### src/rtl/uart_receiver.sv
// uart_receiver: 8N1 serial receiver, oversampled by OVERSAMPLE, with a host ready/read handshake.
// Optional feature macro RX_GLITCH_FILTER_EN: every bit value becomes a 2-of-3 majority vote.
module uart_receiver #(
    parameter int unsigned OVERSAMPLE = 16
) (
    input  logic       bclk,
    input  logic       reset,
    input  logic       rx_in,
    input  logic       rd,
    output logic [7:0] d_out,
    output logic       rx_ready,
    output logic       frame_err,
    output logic       overrun_err,
    output logic       rx_busy
);

    localparam int unsigned TW = $clog2(OVERSAMPLE);
    localparam logic [TW-1:0] TickLast = TW'(OVERSAMPLE - 1);

`ifdef RX_GLITCH_FILTER_EN
    // The vote completes one tick after the nominal mid-bit point, so each decision
    // slides by one tick and DATA starts with its counter already advanced by one.
    localparam logic [TW-1:0] StartDec  = TW'(OVERSAMPLE / 2);
    localparam logic [TW-1:0] StartNext = TW'(1);
    localparam logic [TW-1:0] BitDec    = '0;
`else
    localparam logic [TW-1:0] StartDec  = TW'(OVERSAMPLE / 2 - 1);
    localparam logic [TW-1:0] StartNext = '0;
    localparam logic [TW-1:0] BitDec    = TickLast;
`endif

    if ((OVERSAMPLE % 2) != 0 || OVERSAMPLE < 4) begin : g_bad_oversample
        $error("uart_receiver: OVERSAMPLE must be even and at least 4");
    end

    typedef enum logic [1:0] {
        StIdle,
        StStart,
        StData,
        StStop
    } state_e;

    state_e        state_q, state_d;
    logic [TW-1:0] tick_q, tick_d;
    logic [TW-1:0] tick_next;
    logic [2:0]    bit_q, bit_d;
    logic [7:0]    rsr_q, rsr_d;
    logic [7:0]    rhr_q, rhr_d;
    logic          ready_q, ready_d;
    logic          ferr_q, ferr_d;
    logic          oerr_q, oerr_d;

    logic          sync1_q;
    logic          rx_s_q;
    logic          rx_dly_q;
    logic          sample;
    logic          fall;
    logic          frame_done;
    logic          rd_ack;

    // Two-flop synchronizer plus one delay stage for falling-edge detection.
    always_ff @(posedge bclk or posedge reset) begin
        if (reset) begin
            sync1_q  <= 1'b1;
            rx_s_q   <= 1'b1;
            rx_dly_q <= 1'b1;
        end else begin
            sync1_q  <= rx_in;
            rx_s_q   <= sync1_q;
            rx_dly_q <= rx_s_q;
        end
    end

`ifdef RX_GLITCH_FILTER_EN
    logic rx_dly2_q;

    always_ff @(posedge bclk or posedge reset) begin
        if (reset) begin
            rx_dly2_q <= 1'b1;
        end else begin
            rx_dly2_q <= rx_dly_q;
        end
    end

    assign sample = (rx_s_q & rx_dly_q) | (rx_s_q & rx_dly2_q) | (rx_dly_q & rx_dly2_q);
`else
    assign sample = rx_s_q;
`endif

    // Requiring the delayed copy to be high keeps a held-low line from retriggering.
    assign fall      = rx_dly_q & ~rx_s_q;
    assign tick_next = (tick_q == TickLast) ? '0 : tick_q + TW'(1);

    always_ff @(posedge bclk or posedge reset) begin
        if (reset) begin
            state_q <= StIdle;
            tick_q  <= '0;
            bit_q   <= '0;
            rsr_q   <= '0;
        end else begin
            state_q <= state_d;
            tick_q  <= tick_d;
            bit_q   <= bit_d;
            rsr_q   <= rsr_d;
        end
    end

    always_comb begin
        state_d    = state_q;
        tick_d     = tick_q;
        bit_d      = bit_q;
        rsr_d      = rsr_q;
        frame_done = 1'b0;

        unique case (state_q)
            StIdle: begin
                tick_d = '0;
                if (fall) begin
                    state_d = StStart;
                end
            end
            StStart: begin
                tick_d = tick_q + TW'(1);
                if (tick_q == StartDec) begin
                    tick_d  = StartNext;
                    bit_d   = '0;
                    state_d = sample ? StIdle : StData;
                end
            end
            StData: begin
                tick_d = tick_next;
                if (tick_q == BitDec) begin
                    rsr_d = {sample, rsr_q[7:1]};
                    bit_d = bit_q + 3'd1;
                    if (bit_q == 3'd7) begin
                        state_d = StStop;
                    end
                end
            end
            StStop: begin
                tick_d = tick_next;
                if (tick_q == BitDec) begin
                    frame_done = 1'b1;
                    state_d    = StIdle;
                end
            end
            default: begin
                state_d = StIdle;
            end
        endcase
    end

    always_ff @(posedge bclk or posedge reset) begin
        if (reset) begin
            rhr_q   <= '0;
            ready_q <= 1'b0;
            ferr_q  <= 1'b0;
            oerr_q  <= 1'b0;
        end else begin
            rhr_q   <= rhr_d;
            ready_q <= ready_d;
            ferr_q  <= ferr_d;
            oerr_q  <= oerr_d;
        end
    end

    always_comb begin
        rhr_d   = rhr_q;
        ready_d = ready_q;
        ferr_d  = ferr_q;
        oerr_d  = oerr_q;
        rd_ack  = rd & ready_q;

        if (rd_ack) begin
            ready_d = 1'b0;
            ferr_d  = 1'b0;
            oerr_d  = 1'b0;
        end

        // A read in the completion cycle frees RHR, so the new byte is taken instead of dropped.
        if (frame_done) begin
            if (ready_q && !rd) begin
                oerr_d = 1'b1;
            end else begin
                rhr_d   = rsr_q;
                ferr_d  = ~sample;
                ready_d = 1'b1;
            end
        end
    end

    assign d_out       = rhr_q;
    assign rx_ready    = ready_q;
    assign frame_err   = ferr_q;
    assign overrun_err = oerr_q;
    assign rx_busy     = (state_q != StIdle);

    // Error flags only ever accompany an unread byte.
    assert property (@(posedge bclk) disable iff (reset) !ready_q |-> (!ferr_q && !oerr_q));

endmodule

### config.mk
export PLATFORM = sky130hd
export DESIGN_NAME = uart_receiver
export DESIGN_NICKNAME = d
export VERILOG_FILES = /design/src/rtl/uart_receiver.sv
export SDC_FILE = /design/constraint.sdc
export NUM_CORES = 1
export LEC_CHECK = 0
export ABC_AREA = 0
export CORE_UTILIZATION = 45
export DETAILED_ROUTE_END_ITERATION = 6
export PLACE_DENSITY = 0.65
export SETUP_SLACK_MARGIN = 0.1
export SYNTH_ARGS = -nofsm -noshare
export SYNTH_HDL_FRONTEND = slang
export SYNTH_SLANG_ARGS = --single-unit
export TNS_END_PERCENT = 5
### constraint.sdc
create_clock -name bclk -period 4.2 [get_ports bclk]
set_clock_uncertainty 0.05 [all_clocks]
set_input_delay 0.42 -clock bclk [delete_from_list [all_inputs] [get_ports bclk]]
set_output_delay 0.42 -clock bclk [all_outputs]
set_load 0.05 [all_outputs]
==> implementation parameters, run 1 <==
Parameter                              Value

Clock network
  Number of resized instances in the post-cts repair step    0
  H-tree levels    2
  Clock root buffer    sky130_fd_sc_hd__clkbuf_4
  Hold-fix buffers at CTS    0
  Clk slew on worst S/H paths    100 ps
  Later-pin clock latency in the skew report    roughly 330 ps
  Buffer depth of the longest clock path    2
  Number of clock buffers inserted by TritonCTS    5
  Post-CTS setup-driven buffer insertion count    0
  Clock sink count    31
  TritonCTS clock tree    built

Layout
  Diode insertion count for antenna repair    0
  Layout Area Growth over Synthesis    18.5%
  FF/Latch Area    779 um^2
  Total area of multi-input combinational cells    roughly 530 um^2
  Final non-filler cell area    roughly 1600 um^2
  Fraction of final layout cells with drive strength greater than 1    0.289
  Util after Layout    0.571
  Filler cell count in the final layout    between 200 and 250
  Final-stage net count    127

Logic synthesis
  Synth unique cells    35
  Simple-gate area share of the yosys netlist    0.125
  Syn Inst Count    slightly above 100
  Post-synthesis adder-cell area fraction    0.0278
  Number of enable flip-flop cells after synthesis    0
  Dominant combinational cell family by area after synthesis    multiplexers
  Post-synthesis sequential element count    31
  Share of the synthesized area in compound gates (AO/OA/AOI/OAI)    0.0990
  Top FF cell, synth    sky130_fd_sc_hd__dfrtp_1
  Mux share of post-synthesis cell area    0.133
  Async SR Flop Fraction    1.00
  Net count of the mapped netlist    about 110
  Average footprint of a synthesized cell    between 10 and 15 um^2
  Xor and xnor fraction of the mapped netlist area    0.00648
  Post-Synthesis Cell Area    1350 um^2
  Yosys warns    0
  Fraction of the yosys area taken by sequential cells    0.576

Detailed routing
  Router iterations before antenna repair    6
  ANT nets after route    0
  Number of violations reported at the end of detailed-routing iteration 0    23
  Via density    between 5 and 6
  Drc violations    2
  Final Routed Wirelength    2.20 mm
  Via total after detailed routing    approximately 840
  Post-detailed-route wirelength per cell    between 10 and 15 um

GRT
  First-pass GRT wire length    3.82 mm
  Number of global-route vias before repair    about 820
  Antenna violations before repair    0
  Largest net degree at the start of global routing    32
  Total global routing overflow    0
  Gr usage total    0.165

Hold path
  Type of the tightest min-delay check    flip-flop to flip-flop

Floorplan
  Core Region    approximately 2800 um^2
  Die width    between 50 and 60 um
  Die outline height    approximately 57 um
  I/O pins    16
  Effective utilization at floorplan    0.482
  Number of rows created at floorplan    19
  Die Outline Area    3230 um^2

Power
  Clk network pwr share    0.298
  Lkg Pwr    just under 0.8 nW
  Switching portion of total power    0.318
  Power dissipated by switching net loads    0.259 mW
  IR drop worst, VDD    between 0.3 and 0.4 mV
  Logic pwr share    0.208
  Power per cell area    508 nW/um^2
  Total Power Consumption    around 0.8 mW
  Total internal power    between 0.5 and 0.6 mW
  Part of the total power dissipated in sequential elements    0.495

STA
  Worst slew pin tran    a little over 500 ps
  Max Slew Vio Count    0
  Final Hold Violating Endpoints    0
  Fmax achieved    409 MHz
  Post-route clock period utilization    0.583
  Setup repair after global routing missed its margin    false
  Sum of negative setup slack    0 ps
  Shortest clock period the worst path allows after layout    roughly 2400 ps
  Worst slew margin relative to its limit    0.657
  Final setup violation count    0

Setup path
  Data required time of the worst path    3730 ps
  Arrival time at the worst endpoint    just under 2000 ps
  Critical path capture point type    output pin
  Startpoint kind of the worst setup timing path    flip-flop
  WS Path Type    flip-flop to output pin
  Critical-path maximum fanout    14

Outcome
  Violated checks    DRC
  Status    finished, violations left

Placed design
  Port bufs    15
  Detailed-placement wirelength estimate    between 1 and 1.5 mm
  GP Congestion    around 0.75
  Placed inst area    between 1500 and 2000 um^2

Run
  Max capacitance violation total    0
synth_stat cells, drive strengths merged, types with 2 or more instances:
library cell,instances,area share
a21oi,3,0.011
o21ai,2,0.0074
o211a,2,0.015
dfrtp,28,0.52
a21o,2,0.011
and2,2,0.0092
inv,3,0.0083
or2,2,0.0092
a31oi,2,0.0092
ha,3,0.028
buf,5,0.024
mux2,16,0.13
nand2b,2,0.0092
nor2,2,0.0056
nand3,3,0.020
nand2,6,0.017
dfstp,3,0.058
cell type report:
class / instances / area share
Clock inverter: 2 / 0.0219
Multi-Input combinational cell: 63 / 0.330
Inverter: 3 / 0.00703
Timing Repair Buffer: 16 / 0.0984
Tap cell: 31 / 0.0242
Sequential cell: 31 / 0.486
Clock buffer: 6 / 0.0320
layout by cell type, fill, tap and decap left out, types with 2 or more instances in the layout:
cell,count
sky130_fd_sc_hd__ha_1,3
sky130_fd_sc_hd__clkdlybuf4s50_1,15
sky130_fd_sc_hd__a31oi_1,2
sky130_fd_sc_hd__nand2b_1,2
sky130_fd_sc_hd__clkbuf_4,5
sky130_fd_sc_hd__mux2_2,16
sky130_fd_sc_hd__nand2_1,6
sky130_fd_sc_hd__o211a_1,2
sky130_fd_sc_hd__nor2_1,2
sky130_fd_sc_hd__o21ai_0,2
sky130_fd_sc_hd__a21o_1,2
sky130_fd_sc_hd__dfstp_2,3
sky130_fd_sc_hd__dfrtp_1,28
sky130_fd_sc_hd__or2_2,2
sky130_fd_sc_hd__a21oi_1,3
sky130_fd_sc_hd__and2_1,2
sky130_fd_sc_hd__inv_1,3
sky130_fd_sc_hd__nand3_1,2
critical path, cell delays in order (launching register included):
cell and delay (ps):
sky130_fd_sc_hd__dfrtp_1 630, sky130_fd_sc_hd__or2_2 210, sky130_fd_sc_hd__clkdlybuf4s50_1 790
final timing paths:
| kind | slack, ps | end | from | cells past startpoint |
|---|---|---|---|---|
| hold / removal | 310 | rx_s_q | sync1_q | 0 |
| setup / recovery | 1750 | rx_busy | state_q[0] | 2 |
| min in group asynchronous | 400 | tick_q[2] | reset | 3 |
| setup reg to reg | 2420 | d_out[0] | tick_q[0] | 4 |
| max in group asynchronous | 3380 | rx_dly_q | reset | 3 |
| hold reg to reg | 310 | rx_s_q | sync1_q | 0 |
power by group through the flow:
stage	Clock [mW]	Combinational (mW)	Sequential (mW)
final	0.242	0.169	0.402
after global routing	0.264	0.188	0.411
after CTS	0.250	0.172	0.402
after detailed placement	0	0.169	0.409
after global placement	0	0.166	0.405
after floorplan	0	0.151	0.392
kinds of logic (layout without fill, tap and decap cells):
logic type,after synthesis,in the layout
xor+xnor,1,1
mux,16,16
fa+ha+maj,3,3
compound gates,18,18
buf+inv,8,27
flops,31,31
simple gates,25,25
flip-flops by register name, indices dropped and copies added, names as in the netlist, named ones only:
name and count:
d_out 8, rsr_q 8, tick_q 4, bit_q 3, frame_err 1, overrun_err 1, rx_dly_q 1, rx_ready 1
rx_s_q 1, state_q 1, sync1_q 1
through the flow:
stage	instances	setup WS (ps)	hold WS [ps]
5_1_grt	152	1670	314
4_1_cts	152	1750	315
6_report	152	1750	309
3_5_place_dp	144	2120	305
3_3_place_gp	144	2150	297
2_1_floorplan	102	2620	295
routing by layer:
metal  part of all wire  routed length (um)  global-route usage
met1               0.47                1030               0.207
met2               0.46                1020               0.236
met3              0.047                 104              0.0806
met4              0.020                  43              0.0836
met5                  0                   0                   0
(Power assumes the default switching activity.)
==> run 2: changes to the inputs <==
- PLACE_DENSITY: 0.65 -> 0.68
- clock period: 4.2 -> 1.95 ns (I/O delays scaled with it)
==> run 2 against run 1 <==
Against the previous run: the flow still finishes with violations (DRC); die area did not move; critical path depth fell by 1; final area rose by 0.70%; hold slack got worse by 130 ps; routed wire length fell by 3.3%; total power rose by 120%; register-to-register slack got worse by 2200 ps; sequential share of layout area fell by 0.34 points; via count rose by 1.8%.
==> implementation parameters, run 2 (synthesis results as in run 1) <==
Parameter                              Value

Outcome
  Status    finished, violations left
  Violated checks    DRC

Detailed routing
  Via density    5.53 (+0.47%)
  ANT nets after route    0 (unchanged)
  Final Routed Wirelength    2.13 mm (-3.3%)
  Number of violations reported at the end of detailed-routing iteration 0    17 (-26%)
  Router iterations before antenna repair    6 (unchanged)
  Via total after detailed routing    852 (+1.8%)
  Drc violations    5 (+3)
  Post-detailed-route wirelength per cell    13.8 um (-4.5%)

GRT
  Total global routing overflow    0 (unchanged)
  Met2 routing resource usage after global routing    0.235 (-0.00170)
  Number of global-route vias before repair    820 (+0.12%)
  Global-route track usage on met1    0.190 (-0.0163)
  First-pass GRT wire length    3.65 mm (-4.3%)
  Largest net degree at the start of global routing    32 (unchanged)
  Layer with the highest usage after global routing    met2
  Met3 Use GR    0.0576 (-0.0230)
  Antenna violations before repair    0 (unchanged)
  Gr usage total    0.154 (-0.0108)

STA
  Final setup violation count    0 (unchanged)
  Sum of negative setup slack    0 ps (unchanged)
  Setup repair after global routing missed its margin    false
  Worst slew pin tran    500 ps (-13.2 ps)
  Final Hold Violating Endpoints    0 (unchanged)
  Worst hold-check slack    174 ps (-135 ps)
  Post-route clock period utilization    0.892
  Worst slew margin relative to its limit    0.666 (+0.00881)
  Fmax achieved    roughly 580 MHz
  Max Slew Vio Count    0 (unchanged)
  Shortest clock period the worst path allows after layout    about 1700 ps

Clock network
  Clock root buffer    sky130_fd_sc_hd__clkbuf_4
  Clock sink count    31 (unchanged)
  TritonCTS clock tree    built
  Later-pin clock latency in the skew report    330 ps (about the same)
  H-tree levels    2 (unchanged)
  Buffer depth of the longest clock path    2 (unchanged)
  Number of clock buffers inserted by TritonCTS    5 (unchanged)
  Clk slew on worst S/H paths    100 ps (about the same)

Floorplan
  Die width    56.8 um (unchanged)
  Die outline height    56.8 um (unchanged)
  Die Outline Area    3230 um^2 (unchanged)
  Number of rows created at floorplan    19 (unchanged)
  Core Region    2810 um^2 (unchanged)
  I/O pins    16 (unchanged)
  Effective utilization at floorplan    0.482 (unchanged)

Layout
  Fraction of final layout cells with drive strength greater than 1    0.309 (+0.0197)
  FF/Latch Area    779 um^2 (unchanged)
  Final non-filler cell area    1610 um^2 (+0.70%)
  Final-stage net count    129 (+1.6%)
  Leading cell type in the layout, fill and taps excluded    sky130_fd_sc_hd__dfrtp_1
  Util after Layout    0.575 (+0.00401)
  Most frequent cells in the layout    sky130_fd_sc_hd__dfrtp_1, sky130_fd_sc_hd__mux2_2, sky130_fd_sc_hd__clkdlybuf4s50_1
  Filler cell count in the final layout    240 (-1.6%)
  Diode insertion count for antenna repair    0 (unchanged)
  Total area of multi-input combinational cells    529 um^2 (unchanged)
  Layout Area Growth over Synthesis    19.3%

Setup path
  Start of the worst register-to-register path    tick_q[0]
  Family of cells with the greatest summed delay on the critical path    buffers and inverters
  Reg2Reg Depth    4 (unchanged)
  Critical-path maximum fanout    2 (-12)
  WS Path Type    flip-flop to output pin
  Critical path capture point type    output pin
  Startpoint kind of the worst setup timing path    flip-flop
  Arrival time at the worst endpoint    1490 ps (-490 ps)
  Data required time of the worst path    1700 ps (-2030 ps)
  CP cell instances    clkdlybuf4s50_1
  Register-to-register setup slack    230 ps (-2190 ps)
  Standard cell with the maximum stage delay on the critical path    sky130_fd_sc_hd__clkdlybuf4s50_1
  Worst path buffer plus inverter count    1 (unchanged)
  Peak per-stage delay on the critical path    800 ps (about the same)
  Reg-to-Reg End    d_out[4]

Hold path
  Type of the tightest min-delay check    input port to async pin

Placed design
  Placed inst area    1530 um^2 (+0.83%)
  GP Congestion    0.749 (-0.52%)
  Port bufs    15 (unchanged)
  Detailed-placement wirelength estimate    1.48 mm (+3.9%)

Power
  Lkg Pwr    0.805 nW (+1.7%)
  IR drop worst, VDD    0.832 mV (+130%)
  Power per cell area    1100 nW/um^2 (+120%)

Run
  Max capacitance violation total    0 (unchanged)
run 2: stage by stage:
step	instances	worst slack, ps	power, mW
final	154	211	1.78
after global placement	146	308	1.25
after global routing	154	155	1.86
after floorplan	102	371	1.17
after CTS	154	183	1.79
after detailed placement	146	263	1.27
run 2: worst max-delay path by stage:
stage                         start         end  cells after the start
after global placement    tick_q[0]    d_out[1]                      4
after detailed placement  tick_q[0]    d_out[2]                      4
after floorplan           tick_q[0]  state_q[0]                      5
final                     frame_err   frame_err                      1
after CTS                  d_out[0]    d_out[0]                      1
after global routing       d_out[1]    d_out[1]                      1
run 2: area by class of cell:
| cell class | count | area share |
|---|---|---|
| sequential | 31 | 0.483 |
| multi-input combinational | 63 | 0.328 |
| timing repair buffer | 18 | 0.105 |
| clock buffer | 6 | 0.0318 |
| tap | 31 | 0.0240 |
| clock inverter | 2 | 0.0217 |
| inverter | 3 | 0.00698 |
run 2: layer usage:
layer	vias up	wire length (um)
met4	0	43
met1	425	1030
li1	408	-
met2	14	957
met5	-	0
met3	5	97
run 2: power by group:
part           internal, mW  total [mW]  switching [mW]
combinational         0.182       0.423           0.241
clock                 0.303       0.521           0.218
sequential            0.727       0.832           0.105
run 2: what timing repair did:
action | in CTS | in global routing
setup endpoints to repair | 1 | 0
hold buffers | 0 | 0
setup buffers | 0 | 0
gates resized for setup | 1 | 0
==> run 3: changes to the inputs <==
- TNS_END_PERCENT: 5 -> default
==> results of run 3 <==
No change in the layout: final DEF, timing and power equal those of run 2.
